## config.mk

```make
export PLATFORM = sky130hd
export DESIGN_NAME = data_mem_param
export DESIGN_NICKNAME = d
export VERILOG_FILES = /design/src/rtl/data_mem_param.sv
export SDC_FILE = /design/constraint.sdc
export NUM_CORES = 1
export LEC_CHECK = 0
export BUFFER_PORTS_ARGS = -buffer_cell sky130_fd_sc_hd__buf_2
export CORE_ASPECT_RATIO = 1.4
export CORE_MARGIN = 8
export CORE_UTILIZATION = 55
export CTS_BUF_LIST = sky130_fd_sc_hd__clkbuf_4 sky130_fd_sc_hd__clkbuf_8
export CTS_CLUSTER_DIAMETER = 40
export DETAILED_ROUTE_END_ITERATION = 16
export PLACE_DENSITY_LB_ADDON = 0.25
export SLEW_MARGIN = 15
export SYNTH_ARGS = -nofsm -noshare
export SYNTH_HDL_FRONTEND = slang
export SYNTH_SLANG_ARGS = --single-unit
```

## constraint.sdc

```tcl
create_clock -name clk -period 3.2 [get_ports clk]
set_clock_uncertainty 0.05 [all_clocks]
set_input_delay 0.64 -clock clk [delete_from_list [all_inputs] [get_ports clk]]
set_output_delay 0.64 -clock clk [all_outputs]
set_load 0.02 [all_outputs]
```

## src/rtl/data_mem_param.sv

```systemverilog
// Parametrised data memory: one synchronous write port, one registered read port,
// byte-lane write enables, write-first bypass, range checking and a post-reset clear.
module data_mem_param #(
    parameter int unsigned DATA_W = 16,
    parameter int unsigned ADDR_W = 4,
    parameter int unsigned DEPTH  = 16
) (
    input  logic              clk,
    input  logic              rst,
    input  logic              write,
    input  logic [DATA_W/8-1:0] wr_be,
    input  logic [ADDR_W-1:0] wrAddr,
    input  logic [DATA_W-1:0] data_in,
    input  logic              read,
    input  logic [ADDR_W-1:0] rdAddr,
    output logic [DATA_W-1:0] data_out,
    output logic              rd_valid,
    output logic              busy,
    output logic              addr_err
);

    localparam int unsigned NB = DATA_W / 8;
    localparam logic [ADDR_W-1:0] LAST_IDX = ADDR_W'(DEPTH - 1);

    typedef enum logic {CLEAR, READY} state_t;

    state_t            state, state_next;
    logic [ADDR_W-1:0] clr_ptr;
    logic [DATA_W-1:0] mem [DEPTH];

    logic              wr_in_range, rd_in_range;
    logic              wr_en, bypass;
    logic [DATA_W-1:0] wr_word;
    logic [DATA_W-1:0] data_out_d;
    logic              rd_valid_d, addr_err_d, busy_d;

    // Range check collapses to a constant when the array fills the address space.
    if (DEPTH == 2**ADDR_W) begin : g_full_range
        assign wr_in_range = 1'b1;
        assign rd_in_range = 1'b1;
    end else begin : g_part_range
        assign wr_in_range = (wrAddr < LAST_IDX + ADDR_W'(1));
        assign rd_in_range = (rdAddr < LAST_IDX + ADDR_W'(1));
    end

    assign wr_en  = (state == READY) && write && wr_in_range && (|wr_be);
    assign bypass = wr_en && read && rd_in_range && (rdAddr == wrAddr);

    // Stored word with the enabled lanes replaced; feeds both the array and the bypass.
    always_comb begin
        wr_word = mem[wrAddr];
        for (int i = 0; i < int'(NB); i++) begin
            if (wr_be[i]) begin
                wr_word[8*i +: 8] = data_in[8*i +: 8];
            end
        end
    end

    // State register and clear pointer
    always_ff @(posedge clk) begin
        if (rst) begin
            state   <= CLEAR;
            clr_ptr <= '0;
        end else begin
            state <= state_next;
            if (state == CLEAR) begin
                clr_ptr <= clr_ptr + ADDR_W'(1);
            end
        end
    end

    // Next-state logic
    always_comb begin
        state_next = state;
        case (state)
            CLEAR:   if (clr_ptr == LAST_IDX) state_next = READY;
            READY:   state_next = READY;
            default: state_next = CLEAR;
        endcase
    end

    // Output next-values
    always_comb begin
        data_out_d = data_out;
        rd_valid_d = 1'b0;
        addr_err_d = 1'b0;
        busy_d     = (state_next == CLEAR);
        if (state == READY) begin
            if (read) begin
                rd_valid_d = 1'b1;
                if (!rd_in_range) begin
                    data_out_d = '0;
                    addr_err_d = 1'b1;
                end else if (bypass) begin
                    data_out_d = wr_word;
                end else begin
                    data_out_d = mem[rdAddr];
                end
            end
            if (write && !wr_in_range) begin
                addr_err_d = 1'b1;
            end
        end
    end

    // Output registers
    always_ff @(posedge clk) begin
        if (rst) begin
            data_out <= '0;
            rd_valid <= 1'b0;
            addr_err <= 1'b0;
            busy     <= 1'b1;
        end else begin
            data_out <= data_out_d;
            rd_valid <= rd_valid_d;
            addr_err <= addr_err_d;
            busy     <= busy_d;
        end
    end

    // Storage array; no reset, contents are defined by the clear sequence.
    always_ff @(posedge clk) begin
        if (!rst) begin
            if (state == CLEAR) begin
                mem[clr_ptr] <= '0;
            end else if (wr_en) begin
                mem[wrAddr] <= wr_word;
            end
        end
    end

endmodule

```

==> results.py, run 1 <==
metrics = {
    "status": {
        "status": "finished clean",
    },
    "global_route": {
        "busiest_layer": "met2",
        "grt_use_met2_pct": 41.0,
        "track_usage_pct": 24.5,
        "antenna_found_initial": 0,
        "grtUsageMet1_pct": 30.1,
        "met3_usage_pct": 5.28,
        "grt_max_degree": 29,
        "grt_pass1_wl_um": 52300,
        "grt_pass1_vias": 8327,
        "grt_overflow": 0,
    },
    "synth": {
        "yosysMostFrequentCell": "edfxtp_1",
        "ys_warn_count": 0,
        "syn-num-nets": 711,
        "syn-cell-area_um2": 13100,
        "syn_inst": 680,
        "yosysUniqueCellTypes": 45,
        "yosys-top-cells-area": "edfxtp_1 (59%), mux4_2 (21%), mux4_1 (3.8%)",
        "avgSynthCellArea_um2": 19.3,
        "ys_async_sr_fraction_pct": 0,
        "ys_seq_area_share_pct": 62.2,
        "synth_area_leader_cell": "edfxtp_1",
        "yosys_most_used_dff": "edfxtp_1",
        "synth-edff-count": 256,
        "yosys-top-cells-count": "edfxtp_1 (256), mux4_2 (125), a22oi_1 (31)",
        "ys_ff_latch": 279,
        "synth_top_area_share_pct": 58.7,
    },
    "drt": {
        "vias": 7766,
        "drt_wl_total_um": 34800,
        "drtPass1Iterations": 5,
        "drc": 0,
        "ant_nets": 0,
        "routedWlPerCell_um": 30.5,
        "vias_per_cell": 6.81,
        "drt_iter0_drc": 789,
    },
    "sta": {
        "final_max_slew_viol_count": 0,
        "grt_setup_unrepaired": "false",
        "hold-worst-slack_ps": 396,
        "slew_headroom_pct": 29.2,
        "fin_crit_sh_pct": 87.2,
        "fmax_mhz": 358,
        "hold_violations": 0,
        "setup_viol": 0,
        "tightest_slew_ps": 1060,
        "fin_setup_tns_ps": 0,
        "fin_crit_ps": 2790,
    },
    "pwr": {
        "peakVddDrop_mv": 0.383,
        "powerDensity_nw_per_um2": 498,
        "p_leak_nw": 5.63,
    },
    "clock_tree": {
        "cts_tree": "built",
        "cts_num_sinks": 279,
        "post_cts_buffers": 0,
        "cts_buffers": 43,
        "clockBufferDepth": 3,
        "ctsHoldBuffers": 0,
        "cts.repair.resized": 0,
        "cts-root-buf": "clkbuf_8",
        "clk_latency_ps": 550,
        "path_clk_slew_ps": 60,
        "cts.htree.levels": 2,
    },
    "final_layout": {
        "drive_gt1_share_pct": 44.4,
        "area_growth_pct": 15.8,
        "diodes": 0,
        "fin_nets": 828,
        "num-fill-cells": 1622,
    },
    "placement": {
        "dp_hpwl_um": 22400,
        "gp_congestion": 0.821,
        "port_buffers": 47,
    },
    "setup_path": {
        "critPathArrivalTime_ps": 2980,
        "critPathTopFamily": "simple AND/OR/NAND/NOR gates",
        "worstSetupPathType": "reg -> reg",
        "worstPathCellList": "and3b_1 > nand2_1 > a21oi_1 > a21oi_1 > nor2_2 > buf_4",
        "slowest_delay_ps": 560,
        "crit_path_start_kind": "register",
        "critPathMaxFanout": 14,
        "critical_path_required_ps": 3390,
        "setup.worst_path.end_class": "register",
        "slowest_stage": "dfxtp_1",
        "crit_buf_inv": 1,
        "critPathMostFrequentCell": "a21oi_1",
    },
    "floorplan": {
        "fp.dieH_um": 199,
        "floorplan.initialDensity_pct": 55.4,
        "core_area_um2": 23600,
        "dieArea_um2": 29100,
        "io_pins": 49,
        "die_w_um": 146,
        "rows": 67,
    },
    "run": {
        "cap_violations": 0,
    },
    "worst_hold_path": {
        "hold_path.class": "in -> reg",
    },
}
[per-stage QoR]
step | cells | setup slack [ps] | util, % | power (mW) | cell area, um2
after floorplan | 680 | 423 | - | 4.42 | 13100
after global placement | 1061 | 156 | 60.3 | 4.60 | 14300
after global routing | 1141 | 181 | 64.2 | 7.78 | 15200
final | 1141 | 410 | 64.2 | 7.56 | 15200
after CTS | 1140 | 391 | 64.1 | 7.60 | 15100
after detailed placement | 1061 | 5.32 | 60.3 | 4.62 | 14300
[final timing paths]
check	startpoint	end	slack (ps)	cells past startpoint
hold reg to reg	data_out[10]$_SDFFE_PP0P_	data_out[10]$_SDFFE_PP0P_	440	2
setup reg to reg	state$_SDFF_PP0_	mem[3][14]$_DFFE_PP_	410	6
setup / recovery	state$_SDFF_PP0_	mem[3][14]$_DFFE_PP_	410	6
hold / removal	rst	clr_ptr[1]$_SDFFE_PP0N_	400	3
[per-layer routing]
metal  share of wire [%]  wire length, um
met1                  36            12400
met4                 5.0             1720
met5                   0                0
met3                 9.5             3300
met2                  50            17300
[cell families (layout without fill, tap and decap cells)]
group,Yosys count,after routing,share of synthesized area (%)
AO/OA/AOI/OAI,67,67,3.58
XOR/XNOR,5,5,0.334
adder cells (fa/ha/maj),1,1,0.0955
buffers and inverters,60,211,2.25
flip-flops,279,279,62.2
multiplexers,177,177,28.0
other,1,1,0.0286
AND/OR/NAND/NOR,90,90,3.55
[power by group]
group          internal [mW]  switching (mW)
Combinational          0.268           0.283
Clock                   1.61            1.40
Sequential              3.97          0.0225
Total                   5.85            1.71
[area by class of cell]
type,count,area (um2),area share (%)
Sequential cell,279,8150,53.7
Clock buffer,58,742,4.89
Tap cell,310,388,2.56
Multi-Input combinational cell,341,4730,31.2
Timing Repair Buffer,128,998,6.58
Clock inverter,21,146,0.965
Inverter,4,15.0,0.0990
[worst min-delay path, stage by stage]
cell    delay (ps)
buf_2           90
buf_4          160
nor2_1          50
[state kept, by name (all words and copies together), names as in the netlist]
name	flops
mem	256
data_out	16
clr_ptr	4
busy	1
rd_valid	1
state	1
[cell usage in the layout (no fill, tap or decap), types with 14 or more instances in the layout]
master    synthesis  final
mux4_2          125    125
nand3_1          17     17
edfxtp_1        256    256
clkbuf_8          0     49
o22ai_1          16     14
nor2_2            1     17
a22oi_1          31     31
mux2i_1          17     17
dfxtp_1          23     23
mux2_2           16     16
nand2_1          19     19
mux4_1           19     19
buf_4             4     71
buf_2            17     45
No activity file was read; power rests on OpenSTA's default activity.
==> run 2: changes to the inputs <==
- BUFFER_PORTS_ARGS: -buffer_cell sky130_fd_sc_hd__buf_2 -> default
- CAP_MARGIN: default -> 20
- DONT_BUFFER_PORTS: default -> 1
==> run 2 against run 1 <==
Utilization decreased by 2.9 points. Hold slack worse by 310 ps. Non-clock buffer count is 94 lower. Wire length is 1.8% lower. Sequential share of layout area is 2.5 points higher. Combinational power is 32% lower. Clock power is 3% higher. Largest cell class unchanged. Highest routed layer is now met5.
==> results.py, run 2 (synthesis gave the netlist of run 1 again) <==
metrics = {
    "placement": {
        "port_buffers": 0,
        "place_area_um2": 13500,
        "dp_hpwl_um": 20600,
        "pre_cts_ws_ps": -42.1,
        "gp_congestion": 0.926,
        "placedCellCount": 966,
    },
    "setup_path": {
        "critPathTopFamily": "simple AND/OR/NAND/NOR gates",
        "crit_buf_inv": 2,
        "setup.worst_path.end_class": "register",
        "crit_path_start_kind": "register",
        "slowest_stage": "nor2_2",
        "cp-startpoint": "state$_SDFF_PP0_",
        "critPathArrivalTime_ps": 3140,
        "slowest_delay_ps": 720,
        "r2r-start": "state$_SDFF_PP0_",
        "critPathMaxFanout": 11,
        "worstPathCellList": "and3b_1 > nand2_1 > buf_4 > nor3_1 > a31oi_1 > nor2_2 > buf_6",
        "critical_path_required_ps": 3410,
        "worstSetupPathType": "reg -> reg",
    },
    "clock_tree": {
        "clk_latency_ps": 560,
        "path_clk_slew_ps": 60,
        "ctsHoldBuffers": 0,
        "cts_num_sinks": 279,
        "cts-root-buf": "clkbuf_8",
        "cts.htree.levels": 2,
        "cts_tree": "built",
        "clockBufferDepth": 3,
        "cts_buffers": 43,
    },
    "floorplan": {
        "floorplan.initialDensity_pct": 55.4,
        "core_area_um2": 23600,
        "io_pins": 49,
        "fp.dieH_um": 199,
        "die_w_um": 146,
        "rows": 67,
        "dieArea_um2": 29100,
    },
    "final_layout": {
        "fin_nets": 734,
        "fin_cells": 1046,
        "final_common_cell": "edfxtp_1",
        "drive_gt1_share_pct": 37.1,
        "area_growth_pct": 10.6,
        "regMostFlops": "mem",
        "finalInstanceArea_um2": 14500,
        "largest_reg_flops": 256,
        "layout_common_cells": "edfxtp_1 (256), mux4_2 (125), clkbuf_8 (46)",
        "top_regs": "mem (256), data_out (16), clr_ptr (4)",
        "post-route-util_pct": 61.3,
        "num-fill-cells": 1707,
    },
    "sta": {
        "hold-worst-slack_ps": 90.1,
        "grt_setup_unrepaired": "false",
        "fin_crit_ps": 2930,
        "hold_violations": 0,
        "fin_crit_sh_pct": 91.6,
        "setup_viol": 0,
        "fin_setup_tns_ps": 0,
        "slew_headroom_pct": 27.5,
        "setup_ws_ps": 270,
        "final_max_slew_viol_count": 0,
        "tightest_slew_ps": 1090,
        "fmax_mhz": 341,
    },
    "global_route": {
        "grt_max_degree": 71,
        "grt_pass1_wl_um": 50800,
        "track_usage_pct": 23.9,
        "grt_pass1_vias": 7790,
        "grt_overflow": 0,
        "antenna_found_initial": 4,
    },
    "pwr": {
        "powerDensity_nw_per_um2": 515,
        "p_leak_nw": 5.14,
        "finalPower_mw": 7.46,
        "peakVddDrop_mv": 0.268,
    },
    "drt": {
        "routedWlPerCell_um": 32.6,
        "vias_per_cell": 7.12,
        "drtPass1Iterations": 5,
        "drt_iter0_drc": 865,
        "drt_wl_total_um": 34100,
        "drc": 0,
        "vias": 7449,
        "ant_nets": 0,
    },
    "worst_hold_path": {
        "min_from": "rst",
        "hold_path.class": "in -> reg",
    },
    "status": {
        "status": "finished clean",
    },
    "run": {
        "cap_violations": 0,
    },
}
run 2: area by class of cell:
type / instances / area, um2 / share of cell area, %
clock buffers: 57 / 716 / 4.94
multi-input cells: 341 / 4780 / 33.0
diodes: 3 / 7.51 / 0.0518
flip-flops and latches: 279 / 8150 / 56.2
inverters: 4 / 15.0 / 0.104
clock inverters: 18 / 163 / 1.12
well taps: 310 / 388 / 2.68
repair buffers: 34 / 272 / 1.87
run 2: path summary, 6_finish.rpt:
path	endpoint	slack, ps	depth (start not counted)
worst min register to register	clr_ptr[1]$_SDFFE_PP0N_	570	2
worst max register to register	mem[4][6]$_DFFE_PP_	270	7
worst max-delay path	mem[4][6]$_DFFE_PP_	270	7
worst min-delay path	clr_ptr[1]$_SDFFE_PP0N_	90	1
run 2: what timing repair did:
action / CTS / global route
buffers inserted: 0 / 0
endpoints found under the setup margin: 0 / 16
resized for setup: 0 / 1
run 2: report_power, final:
group,leakage [nW],switching (mW),internal (mW)
Combinational,1.78,0.150,0.222
Sequential,2.90,0.0230,3.97
Clock,0.465,1.40,1.70
Total,5.14,1.57,5.89
run 2: metal layers:
metal  wire [um]  track usage, %  vias to the layer above
met3        2840            4.73                      110
met4        1650            13.3                        2
met5          13               0                        -
met1       12300            29.7                     3935
met2       17300            39.3                      418
li1            -               -                     2984
run 2: worst register-to-register path: stages, from the launching register on:
cell and delay, ps:
dfxtp_1 540, and3b_1 260, nand2_1 210, buf_4 260, nor3_1 160, a31oi_1 180, nor2_2 720, buf_6 260
==> run 3: changes to the inputs <==
- CAP_MARGIN: 20 -> 15
- REMOVE_ABC_BUFFERS: default -> 1
- clock period: 3.2 -> 3.1 ns (I/O delays scaled with it)
==> run 3 against run 2 <==
Critical path depth is 2 lower. Register-to-register slack worse by 180 ps. First-iteration DRC count is 15% lower. Global-route usage down 0.53 points. Design area decreased by 0.30%. Highest routed layer is now met4.
==> results.py, run 3 (synthesis gave the netlist of run 1 again) <==
metrics = {
    "sta": {
        "fin_crit_sh_pct": 97.2,
        "fin_setup_tns_ps": 0,
        "setup_ws_ps": 85.7,
        "fmax_mhz": 332,
        "tightest_slew_ps": 1230,
        "setup_viol": 0,
        "slew_headroom_pct": 17.9,
        "grt_setup_unrepaired": "false",
        "hold_violations": 0,
        "final_max_slew_viol_count": 0,
        "fin_crit_ps": 3010,
    },
    "drt": {
        "vias_per_cell": 6.98,
        "drt_iter0_drc": 738,
        "routedWlPerCell_um": 32.1,
        "drtPass1Iterations": 6,
        "drt_wl_total_um": 33700,
        "vias": 7336,
        "drc": 0,
        "ant_nets": 0,
    },
    "final_layout": {
        "num-fill-cells": 1668,
        "final_common_cell": "edfxtp_1",
        "top_regs": "mem (256), data_out (16), clr_ptr (4)",
        "finalInstanceArea_um2": 14400,
        "post-route-util_pct": 61.1,
        "area_growth_pct": 10.3,
        "largest_reg_flops": 256,
        "layout_common_cells": "edfxtp_1 (256), mux4_2 (125), clkbuf_8 (48)",
        "regMostFlops": "mem",
        "drive_gt1_share_pct": 37.6,
        "fin_nets": 739,
    },
    "clock_tree": {
        "cts_buffers": 43,
        "cts.htree.levels": 2,
        "clk_latency_ps": 560,
        "clockBufferDepth": 3,
        "cts-root-buf": "clkbuf_8",
        "cts_num_sinks": 279,
        "path_clk_slew_ps": 60,
        "cts_tree": "built",
        "ctsHoldBuffers": 0,
    },
    "floorplan": {
        "io_pins": 49,
        "die_w_um": 146,
        "fp.dieH_um": 199,
        "floorplan.initialDensity_pct": 55.4,
        "dieArea_um2": 29100,
        "rows": 67,
        "core_area_um2": 23600,
    },
    "placement": {
        "port_buffers": 0,
        "place_area_um2": 13600,
        "dp_hpwl_um": 20000,
        "pre_cts_ws_ps": 4.21,
        "gp_congestion": 0.847,
    },
    "worst_hold_path": {
        "hold_path.class": "in -> reg",
    },
    "pwr": {
        "peakVddDrop_mv": 0.283,
        "powerDensity_nw_per_um2": 518,
        "p_leak_nw": 5.15,
    },
    "global_route": {
        "antenna_found_initial": 0,
        "grt_pass1_vias": 7812,
        "grt_overflow": 0,
        "track_usage_pct": 23.4,
        "grt_max_degree": 71,
        "grt_pass1_wl_um": 50000,
    },
    "run": {
        "cap_violations": 0,
    },
    "setup_path": {
        "slowest_delay_ps": 990,
        "critPathArrivalTime_ps": 3110,
        "slowest_stage": "nor2_2",
        "critical_path_required_ps": 3200,
        "critPathMaxFanout": 16,
        "worstSetupPathType": "reg -> reg",
        "setup.worst_path.end_class": "register",
        "worstPathCellList": "and3b_2 > nand2_1 > nor3b_1 > a31oi_1 > nor2_2",
        "crit_path_start_kind": "register",
    },
    "status": {
        "status": "finished clean",
    },
}
==> run 3: cell count changes in the layout (fill, tap and decap cells not counted), sizes merged <==
cell and delta:
bufinv -3, inv -1, diode -2, clkinvlp +1
buf +4, clkbuf +3, clkinv +3
==> run 3: routing by layer <==
layer	routed length (um)	GRT usage [%]	vias up
li1	-	-	3000
met5	0	0	-
met2	17600	40.7	420
met3	3200	6.15	97
met1	11700	27.2	3819
met4	1220	9.72	0
==> run 3: repair_timing <==
item | CTS | global route
setup buffers | 0 | 0
endpoints found under the hold margin | 0 | 0
gates resized for setup | 0 | 1
setup endpoints to repair | 0 | 64
==> run 3: layout make-up <==
cell class	instances	area (um2)	area share [%]
Sequential cell	279	8150	56.4
Multi-Input combinational cell	341	4750	32.9
Clock buffer	59	743	5.14
Tap cell	310	388	2.68
Timing Repair Buffer	39	305	2.11
Clock inverter	18	95.1	0.658
Inverter	4	15.0	0.104
Antenna cell	1	2.50	0.0173
==> run 3: per-stage QoR <==
step	total power [mW]	hold slack (ps)	instances
after floorplan	4.47	483	624
after detailed placement	4.58	562	971
final	7.49	83.2	1051
after CTS	7.54	58.1	1048
after global placement	4.56	522	971
after global routing	7.69	66.6	1050
==> run 3: worst max-delay path: cells and delay by family, from the launching register on <==
family | cells | cell delay [ps]
simple gates | 4 | 1850
compound gates | 1 | 170
flops | 1 | 550
==> run 3: path summary, 6_finish.rpt <==
kind,startpoint,slack (ps),endpoint,cells after the start
setup reg to reg,state$_SDFF_PP0_,90,mem[10][11]$_DFFE_PP_,5
hold reg to reg,data_out[10]$_SDFFE_PP0P_,590,data_out[10]$_SDFFE_PP0P_,2
setup / recovery,state$_SDFF_PP0_,90,mem[10][11]$_DFFE_PP_,5
hold / removal,rst,80,clr_ptr[2]$_SDFFE_PP0N_,1
==> run 3: power breakdown <==
part           switching, mW  total [mW]  internal [mW]  leakage (nW)
Combinational          0.151       0.382          0.231          1.80
Clock                   1.42        2.98           1.57         0.447
Sequential            0.0257        4.12           4.10          2.90
